File: src/rtl/carfield_domain_rst_seq.sv
`default_nettype none
// ============================================================================
// Module   : carfield_domain_rst_seq
// Brief    : Regbus responder that sequences per-domain soft resets
//            (isolate -> reset -> settle -> de-isolate), one domain at a time.
//            Optional isolation-ack timeout: CARFIELD_DOMAIN_RST_SEQ_TIMEOUT_EN
// Revision : 1.0 - initial release
// ============================================================================
module carfield_domain_rst_seq #(
  parameter int unsigned NUM_DOMAINS   = 6,
  parameter int unsigned ADDR_WIDTH    = 48,
  parameter int unsigned RST_CYCLES    = 16,
  parameter int unsigned SETTLE_CYCLES = 4,
  parameter int unsigned ISO_TIMEOUT   = 256
) (
  input  logic                   clk_i,
  input  logic                   rst_i,
  input  logic                   reg_valid_i,
  input  logic                   reg_write_i,
  input  logic [ADDR_WIDTH-1:0]  reg_addr_i,
  input  logic [31:0]            reg_wdata_i,
  input  logic [3:0]             reg_wstrb_i,
  output logic                   reg_ready_o,
  output logic [31:0]            reg_rdata_o,
  output logic                   reg_error_o,
  output logic [NUM_DOMAINS-1:0] domain_rst_o,
  output logic [NUM_DOMAINS-1:0] domain_iso_o,
  input  logic [NUM_DOMAINS-1:0] domain_iso_ack_i,
  output logic                   seq_done_o
);

  localparam int unsigned c_cntMaxA = (RST_CYCLES > SETTLE_CYCLES) ? RST_CYCLES : SETTLE_CYCLES;
  localparam int unsigned c_cntMax  = (c_cntMaxA > ISO_TIMEOUT) ? c_cntMaxA : ISO_TIMEOUT;
  localparam int unsigned c_cntW    = (c_cntMax > 1) ? $clog2(c_cntMax) : 1;
  localparam int unsigned c_curW    = (NUM_DOMAINS > 1) ? $clog2(NUM_DOMAINS) : 1;

  localparam logic [c_cntW-1:0] c_cntOne    = c_cntW'(1);
  localparam logic [c_cntW-1:0] c_rstLoad   = c_cntW'(RST_CYCLES - 1);
  localparam logic [c_cntW-1:0] c_settleLoad = c_cntW'(SETTLE_CYCLES - 1);
  localparam logic [c_cntW-1:0] c_isoLast   = c_cntW'(ISO_TIMEOUT - 1);

  typedef enum logic [2:0] {
    S_IDLE   = 3'd0,
    S_ISO    = 3'd1,
    S_RST    = 3'd2,
    S_SETTLE = 3'd3,
    S_DEISO  = 3'd4
  } state_e;

  state_e                 r_state;
  logic [c_cntW-1:0]      r_cnt;
  logic [c_curW-1:0]      r_cur;
  logic [NUM_DOMAINS-1:0] r_pending;
  logic [NUM_DOMAINS-1:0] r_hold;
  logic [NUM_DOMAINS-1:0] r_rst;
  logic [NUM_DOMAINS-1:0] r_iso;
  logic                   r_done;
  logic                   r_ready;
  logic [31:0]            r_rdata;
  logic                   r_error;

  logic                   w_accept;
  logic [11:0]            w_offs;
  logic                   w_wrPend;
  logic                   w_wrTo;
  logic                   w_wrHold;
  logic [NUM_DOMAINS-1:0] w_wrMask;
  logic [NUM_DOMAINS-1:0] w_pendSet;
  logic [NUM_DOMAINS-1:0] w_pendClr;
  logic [c_curW-1:0]      w_lowIdx;
  logic                   w_ack;
  logic                   w_isoAdv;
  logic                   w_deisoAdv;
  logic [NUM_DOMAINS-1:0] w_timeoutRd;
  logic [7:0]             w_rstPad;
  logic [7:0]             w_isoPad;
  logic [3:0]             w_curPad;
  logic [31:0]            w_status;
  logic [31:0]            w_rdata;
  logic                   w_error;
  logic                   w_unused;

  assign w_accept  = reg_valid_i & ~r_ready;
  assign w_offs    = reg_addr_i[11:0];
  assign w_wrPend  = w_accept & reg_write_i & (w_offs == 12'h000);
  assign w_wrTo    = w_accept & reg_write_i & (w_offs == 12'h008);
  assign w_wrHold  = w_accept & reg_write_i & (w_offs == 12'h00C) & reg_wstrb_i[0];
  // Implemented bits all live in byte 0, so only strobe 0 matters.
  assign w_wrMask  = reg_wstrb_i[0] ? reg_wdata_i[NUM_DOMAINS-1:0] : '0;
  assign w_pendSet = w_wrPend ? w_wrMask : '0;
  assign w_ack     = domain_iso_ack_i[r_cur];

  always_comb begin
    w_lowIdx = '0;
    for (int i = NUM_DOMAINS - 1; i >= 0; i--) begin
      if (r_pending[i]) w_lowIdx = c_curW'(i);
    end
  end

  always_comb begin
    w_pendClr = '0;
    if (r_state == S_IDLE && r_pending != '0) w_pendClr[w_lowIdx] = 1'b1;
  end

`ifdef CARFIELD_DOMAIN_RST_SEQ_TIMEOUT_EN
  logic                   w_waitExpired;
  logic [NUM_DOMAINS-1:0] w_toSet;
  logic [NUM_DOMAINS-1:0] w_toClr;
  logic [NUM_DOMAINS-1:0] r_timeout;

  assign w_waitExpired = (r_cnt == c_isoLast);
  assign w_isoAdv      = w_ack | w_waitExpired;
  assign w_deisoAdv    = ~w_ack | w_waitExpired;
  assign w_toClr       = w_wrTo ? w_wrMask : '0;
  assign w_timeoutRd   = r_timeout;

  always_comb begin
    w_toSet = '0;
    if (w_waitExpired && ((r_state == S_ISO && !w_ack) || (r_state == S_DEISO && w_ack)))
      w_toSet[r_cur] = 1'b1;
  end

  // A hardware set outranks a same-cycle software clear.
  always_ff @(posedge clk_i or posedge rst_i) begin
    if (rst_i) r_timeout <= '0;
    else       r_timeout <= (r_timeout & ~w_toClr) | w_toSet;
  end
`else
  assign w_isoAdv    = w_ack;
  assign w_deisoAdv  = ~w_ack;
  assign w_timeoutRd = '0;
`endif

  always_comb begin
    w_rstPad = '0;
    w_isoPad = '0;
    w_curPad = '0;
    w_rstPad[NUM_DOMAINS-1:0] = r_rst;
    w_isoPad[NUM_DOMAINS-1:0] = r_iso;
    w_curPad[c_curW-1:0]      = r_cur;
    w_status = {8'h00, w_curPad, r_state, (r_state != S_IDLE), w_isoPad, w_rstPad};
  end

  always_comb begin
    w_rdata = '0;
    w_error = 1'b0;
    case (w_offs)
      12'h000: w_rdata[NUM_DOMAINS-1:0] = r_pending;
      12'h004: begin
        if (reg_write_i) w_error = 1'b1;
        else             w_rdata = w_status;
      end
      12'h008: w_rdata[NUM_DOMAINS-1:0] = w_timeoutRd;
      12'h00C: w_rdata[NUM_DOMAINS-1:0] = r_hold;
      default: w_error = 1'b1;
    endcase
  end

  always_ff @(posedge clk_i or posedge rst_i) begin
    if (rst_i) begin
      r_ready <= 1'b0;
      r_rdata <= '0;
      r_error <= 1'b0;
      r_hold  <= '0;
    end else begin
      r_ready <= w_accept;
      r_rdata <= w_accept ? w_rdata : '0;
      r_error <= w_accept & w_error;
      if (w_wrHold) r_hold <= reg_wdata_i[NUM_DOMAINS-1:0];
    end
  end

  always_ff @(posedge clk_i or posedge rst_i) begin
    if (rst_i) begin
      r_state   <= S_IDLE;
      r_cnt     <= '0;
      r_cur     <= '0;
      r_pending <= '0;
      r_rst     <= '0;
      r_iso     <= '0;
      r_done    <= 1'b0;
    end else begin
      r_done    <= 1'b0;
      // Software set outranks the IDLE pick-up clear of the same bit.
      r_pending <= (r_pending & ~w_pendClr) | w_pendSet;
      case (r_state)
        S_IDLE: begin
          if (r_pending != '0) begin
            r_cur           <= w_lowIdx;
            r_iso[w_lowIdx] <= 1'b1;
            r_cnt           <= '0;
            r_state         <= S_ISO;
          end
        end
        S_ISO: begin
          if (w_isoAdv) begin
            r_rst[r_cur] <= 1'b1;
            r_cnt        <= c_rstLoad;
            r_state      <= S_RST;
          end else begin
            r_cnt <= r_cnt + c_cntOne;
          end
        end
        S_RST: begin
          if (r_cnt != '0) begin
            r_cnt <= r_cnt - c_cntOne;
          end else if (!r_hold[r_cur]) begin
            r_rst[r_cur] <= 1'b0;
            r_cnt        <= c_settleLoad;
            r_state      <= S_SETTLE;
          end
        end
        S_SETTLE: begin
          if (r_cnt != '0) begin
            r_cnt <= r_cnt - c_cntOne;
          end else begin
            r_iso[r_cur] <= 1'b0;
            r_cnt        <= '0;
            r_state      <= S_DEISO;
          end
        end
        S_DEISO: begin
          if (w_deisoAdv) begin
            r_done  <= 1'b1;
            r_state <= S_IDLE;
          end else begin
            r_cnt <= r_cnt + c_cntOne;
          end
        end
        default: r_state <= S_IDLE;
      endcase
    end
  end

  assign reg_ready_o  = r_ready;
  assign reg_rdata_o  = r_rdata;
  assign reg_error_o  = r_error;
  assign domain_rst_o = r_rst;
  assign domain_iso_o = r_iso;
  assign seq_done_o   = r_done;

  assign w_unused = ^{reg_addr_i[ADDR_WIDTH-1:12], reg_wdata_i[31:NUM_DOMAINS],
                      reg_wstrb_i[3:1], c_isoLast, w_wrTo};

endmodule
`default_nettype wire

File: config.mk
export PLATFORM = sky130hd
export DESIGN_NAME = carfield_domain_rst_seq
export DESIGN_NICKNAME = d
export VERILOG_FILES = /design/src/rtl/carfield_domain_rst_seq.sv
export SDC_FILE = /design/constraint.sdc
export NUM_CORES = 1
export LEC_CHECK = 0
export CORE_MARGIN = 2
export CORE_UTILIZATION = 25
export CTS_BUF_LIST = sky130_fd_sc_hd__clkbuf_2
export DETAILED_ROUTE_END_ITERATION = 8
export PLACE_DENSITY = 0.52
export SLEW_MARGIN = 20
export SYNTH_ARGS = -nofsm -noshare
export SYNTH_HDL_FRONTEND = slang
export SYNTH_SLANG_ARGS = --single-unit
File: constraint.sdc
create_clock -name clk_i -period 2.9 [get_ports clk_i]
set_clock_uncertainty 0.15 [all_clocks]
set_input_delay 0.87 -clock clk_i [delete_from_list [all_inputs] [get_ports clk_i]]
set_output_delay 0.87 -clock clk_i [all_outputs]
set_load 0.05 [all_outputs]
## Word level (Yosys, flattened, before mapping)

Index checks and enable logic that the tools add are counted.

| operators by class | value |
|---|---|
| add/subtract/negate cells | 2 |
| order comparisons | 4 |
| equal/unequal tests | 15 |
| multiplexer cells | 46 |
| bitwise operators | 15 |
| reductions and logical operators | 17 |

Operators with widths:

| operator | count |
|---|---|
| $mux 6 | 8 |
| $mux 8 | 6 |
| $pmux 8 s5 | 1 |
| $mux 3 | 12 |
| $mux 32 | 1 |
| $mux 26 | 1 |
| $eq 12x4->1 const B | 2 |
| $pmux 6 s2 | 2 |
| $mux 23 | 1 |
| $and 6x6->6 | 3 |
| $or 6x6->6 | 3 |
| $pmux 6 s3 | 1 |
| $pmux 3 s5 | 1 |
| $eq 12x3->1 const B | 1 |
| $logic_not 12->1 | 1 |
| $ne 2x2->1 const B | 6 |
| $not 6->6 | 2 |
| $add 8x1->8 const B | 1 |
| $lt 3x4->1 const B | 2 |
| $reduce_and 4->1 | 2 |
| $reduce_bool 8->1 | 1 |
| $sub 8x1->8 const B | 1 |
| $mux 1 | 7 |
| $and 1x1->1 | 6 |
| other kinds (20) | 27 |

| word-level totals | value |
|---|---|
| flip-flop bits (word level) | 73 |
| input bits | 94 |
| output and inout bits | 47 |
| logic and storage cells | 110 |

## Logic depth before layout (Yosys ltp)

| depth | value |
|---|---|
| word-level depth | 14 |
| gate-level depth with buffers | 9 |
| mapped depth without buffers | 8 |

## Worst setup path after synthesis

Ideal clock, no wire load.

| timing path | value |
|---|---|
| kind | input to register |
| start | input reg_addr_i[7] |
| end | register r_hold[0] |
| library setup time | 0.125 ns |
| data arrival time | 2.493 ns |
| required time | 2.625 ns |
| slack | 0.132 ns |
| stages | 5 |
| path buffers | 0 |
| cell sequence | or4_1 > nor4_2 > nand4_1 > nor2_1 > mux2_2 |

| on the way | value |
|---|---|
| longest elaborated chain between the ends | 3 |

Ends and longest elaborated chain:

| what | RTL line | RTL |
|---|---|---|
| from (decl) | 20 | `input logic [ADDR_WIDTH-1:0] reg_addr_i,` |
| $eq 12x4->1 | 87 | `assign w_wrHold = w_accept & reg_write_i & (w_offs == 12'h00C) & reg_wstrb_i[0];` |
| $and 1x1->1 (2 in series) | 87 |  |
| to (signal assigned) | 169 | `if (w_wrHold) r_hold <= reg_wdata_i[NUM_DOMAINS-1:0];` |
| to (decl) | 54 | `logic [NUM_DOMAINS-1:0] r_hold;` |

Every way passes these cells.
A chain may end at the register's enable or synchronous reset.

==> summary.txt <==
Setup path
  • WP data arrival: 1770 ps
  • Critical path fanouts, max: 3
  • CP Class: flip-flop to output port
  • Slowest CP cell: clkdlybuf4s50_1
  • Worst R2R Setup Slack: 210 ps
  • Crit path buffers/inverters: 1
  • Setup crit end kind: output port
  • Worst r2r path cells: 8
  • Slowest stage delay, CP: 830 ps
  • Crit-path cells: clkdlybuf4s50_1
  • R2r startpoint: r_cnt[0]
  • WP data required: 1880 ps
  • Startpoint Class: flip-flop
  • Delay-heaviest family, CP: buffers and inverters

Synthesis
  • Post-Syn Area: 0.00329 mm²
  • Synth area leader: dfrtp_1
  • YS warnings: 0
  • Post-synth top area share: 45.6%
  • Count leader, synth: dfrtp_1
  • Synth unique cells: 58
  • Sequential-to-total area share from yosys stat: 45.6%
  • Area contributors post-synth: dfrtp_1 (46%), mux2_2 (4.8%), nand2_1 (3.9%)
  • Syn Inst Count: 351
  • Post-synth EDFFs: 0
  • Flops & latches, synth: 60
  • Ys flop type: dfrtp_1
  • Synth Area per Inst: 9.38 µm²
  • Synth top cells by count: dfrtp_1 (60), nand2_1 (34), nor2_1 (27)
  • Post-synthesis async set-or-reset flop share: 100%

Routing
  • DRT Pass-1 Iters: 4
  • Routed via count: 2828
  • Wirelength per Cell: 14.3 µm
  • Antenna Nets Post-Route: 0
  • Via/cell ratio: 4.64
  • WL final: 8730 µm
  • DR DRC count: 0
  • DRT iter0 DRCs: 194

Die
  • Site Rows: 41
  • Die area: 0.0141 mm²
  • I/O pin count: 141
  • Die Height: 119 µm
  • Initial Util: 25.9%
  • Die width: 119 µm
  • Core area: 0.0127 mm²

Global routing
  • Vias in the first global route: 2698
  • First-pass GRT wire length: 14200 µm
  • Overall Global Routing Usage: 12.6%
  • Initial antenna violation count: 0
  • Overflow after GRT: 0
  • Largest net degree at the start of global routing: 31

Finish
  • Final Non-Filler Cells: 610
  • # fillers: 1371
  • Layout cells sized above 1: 15.3%
  • Antenna cells: 0
  • Post-layout util: 33.9%
  • NumNets Final: 530
  • Synthesis-to-finish area growth: 31.0%

Timing
  • Fin Setup TNS: 0 ps
  • RSZ-0062 raised after global routing: no
  • Slew Limit Fails: 0
  • Final setup fails: 0
  • Tcrit/Tclk final: 96.3%
  • Least-Margin Pin Slew: 653 ps
  • Final worst slack: 107 ps
  • Final hold vios: 0
  • Slew Limit Headroom: 56.2%
  • Minimum clock period: 2790 ps
  • Fmax achieved: 358 MHz

Power
  • Leakage power: 1.89 nW
  • Total power: 2.93 mW
  • Worst VDD drop: 267 µV
  • PwrDens: 679 mW/mm²

CTS
  • Worst-case clock buffer depth: 2
  • Number of H-tree levels: 3
  • CTS tree: yes
  • CTS clock-pin slew for the worst setup and hold paths: 220 ps
  • Hold_buf cts: 0
  • Worst skew pair latency: 500 ps
  • # resized after CTS: 0
  • Total CTS buffers: 9
  • CTS Sinks: 60
  • CTS root buf: clkbuf_2
  • Post-CTS setup buffer count: 0

Place
  • DP Wirelength: 6630 µm
  • Placed cell count: 595
  • Place WS: -301 ps
  • Final Wtd Congestion: 0.863
  • I/O Buffers: 62

Worst hold path
  • Hold path endpoint: reg_ready_o
  • Worst Hold Class: flip-flop to flip-flop
  • Min-Delay Startpoint: reg_ready_o
  • Hold Path Depth: 1

Job
  • Max-cap viol count: 0

Outcome
  • Status: completed
-- metrics by stage --
| step | area [µm²] | hold slack (ps) |
|---|---|---|
| global route | 4310 | 361 |
| finish | 4310 | 330 |
| CTS | 4310 | 340 |
| global placement | 4230 | 315 |
| floorplan | 3340 | 347 |
| detailed placement | 4230 | 316 |
-- layout by cell type (no fill, tap or decap), drive strengths merged, types with 4 or more instances in the layout --
cell type       n
nor3           12
nand3b          4
inv            12
clkbuf          9
dfrtp          60
a22o            5
nor2           27
o211ai          4
a31oi           7
nand3           7
nand2b         13
and2           16
conb           13
o21ai          20
clkdlybuf4s50  62
a21oi          17
buf            29
a22oi           9
nand2          34
or4             4
mux2           14
nor2b           6
-- cell type report --
type	instances	area [µm²]	area share (%)
Clock buffer	9	45.0	1.04
Clock inverter	6	41.3	0.958
Inverter	11	41.3	0.958
Multi-Input combinational cell	261	1620	37.5
Sequential cell	60	1500	34.8
Tap cell	172	215	4.99
Timing Repair Buffer	91	851	19.7
-- how the worst max path moves through the flow --
stage	cells after the start	from	slack, ps	endpoint
global placement	7	reg_addr_i[7]	-320	r_hold[4]
global route	1	flip-flop	40	domain_rst_o[3]
floorplan	5	reg_addr_i[7]	130	r_hold[0]
CTS	1	flip-flop	50	domain_rst_o[3]
finish	1	flip-flop	110	domain_rst_o[3]
detailed placement	7	reg_addr_i[7]	-300	r_hold[4]
-- cell families (layout without fill, tap and decap cells) --
kind of cell	after synthesis	after routing	synth area share, %
AOI/OAI and AO/OA	90	90	18.9
xor gates and xnor gates	1	1	0.266
other	1	13	0.114
adders and majority gates	2	2	0.760
buffers and inverters	42	117	6.62
muxes	15	15	5.48
DFF	60	60	45.6
and+or+nand+nor	140	140	22.3
-- where the power goes --
part / total (mW) / internal [mW] / switching (mW)
clock network: 0.447 / 0.107 / 0.340
registers: 1.06 / 0.924 / 0.135
logic: 1.42 / 0.589 / 0.831
total: 2.93 / 1.62 / 1.31
-- layer usage --
layer | vias to the layer above | wire length [µm] | GRT usage (%)
met5 | - | 0 | 0
met4 | 0 | 100 | 4.84
met3 | 8 | 424 | 2.17
met2 | 78 | 3820 | 18.5
met1 | 1337 | 4380 | 18.4
li1 | 1405 | - | -
-- sequential cells by signal (all words and copies together), names as in the netlist, named ones only --
register,flops
domain_iso_o,6
r_cnt,8
r_cur,3
r_hold,6
r_pending,6
r_state,3
reg_error_o,1
reg_rdata_o,19
reg_ready_o,1
seq_done_o,1
(Power assumes the default switching activity.)
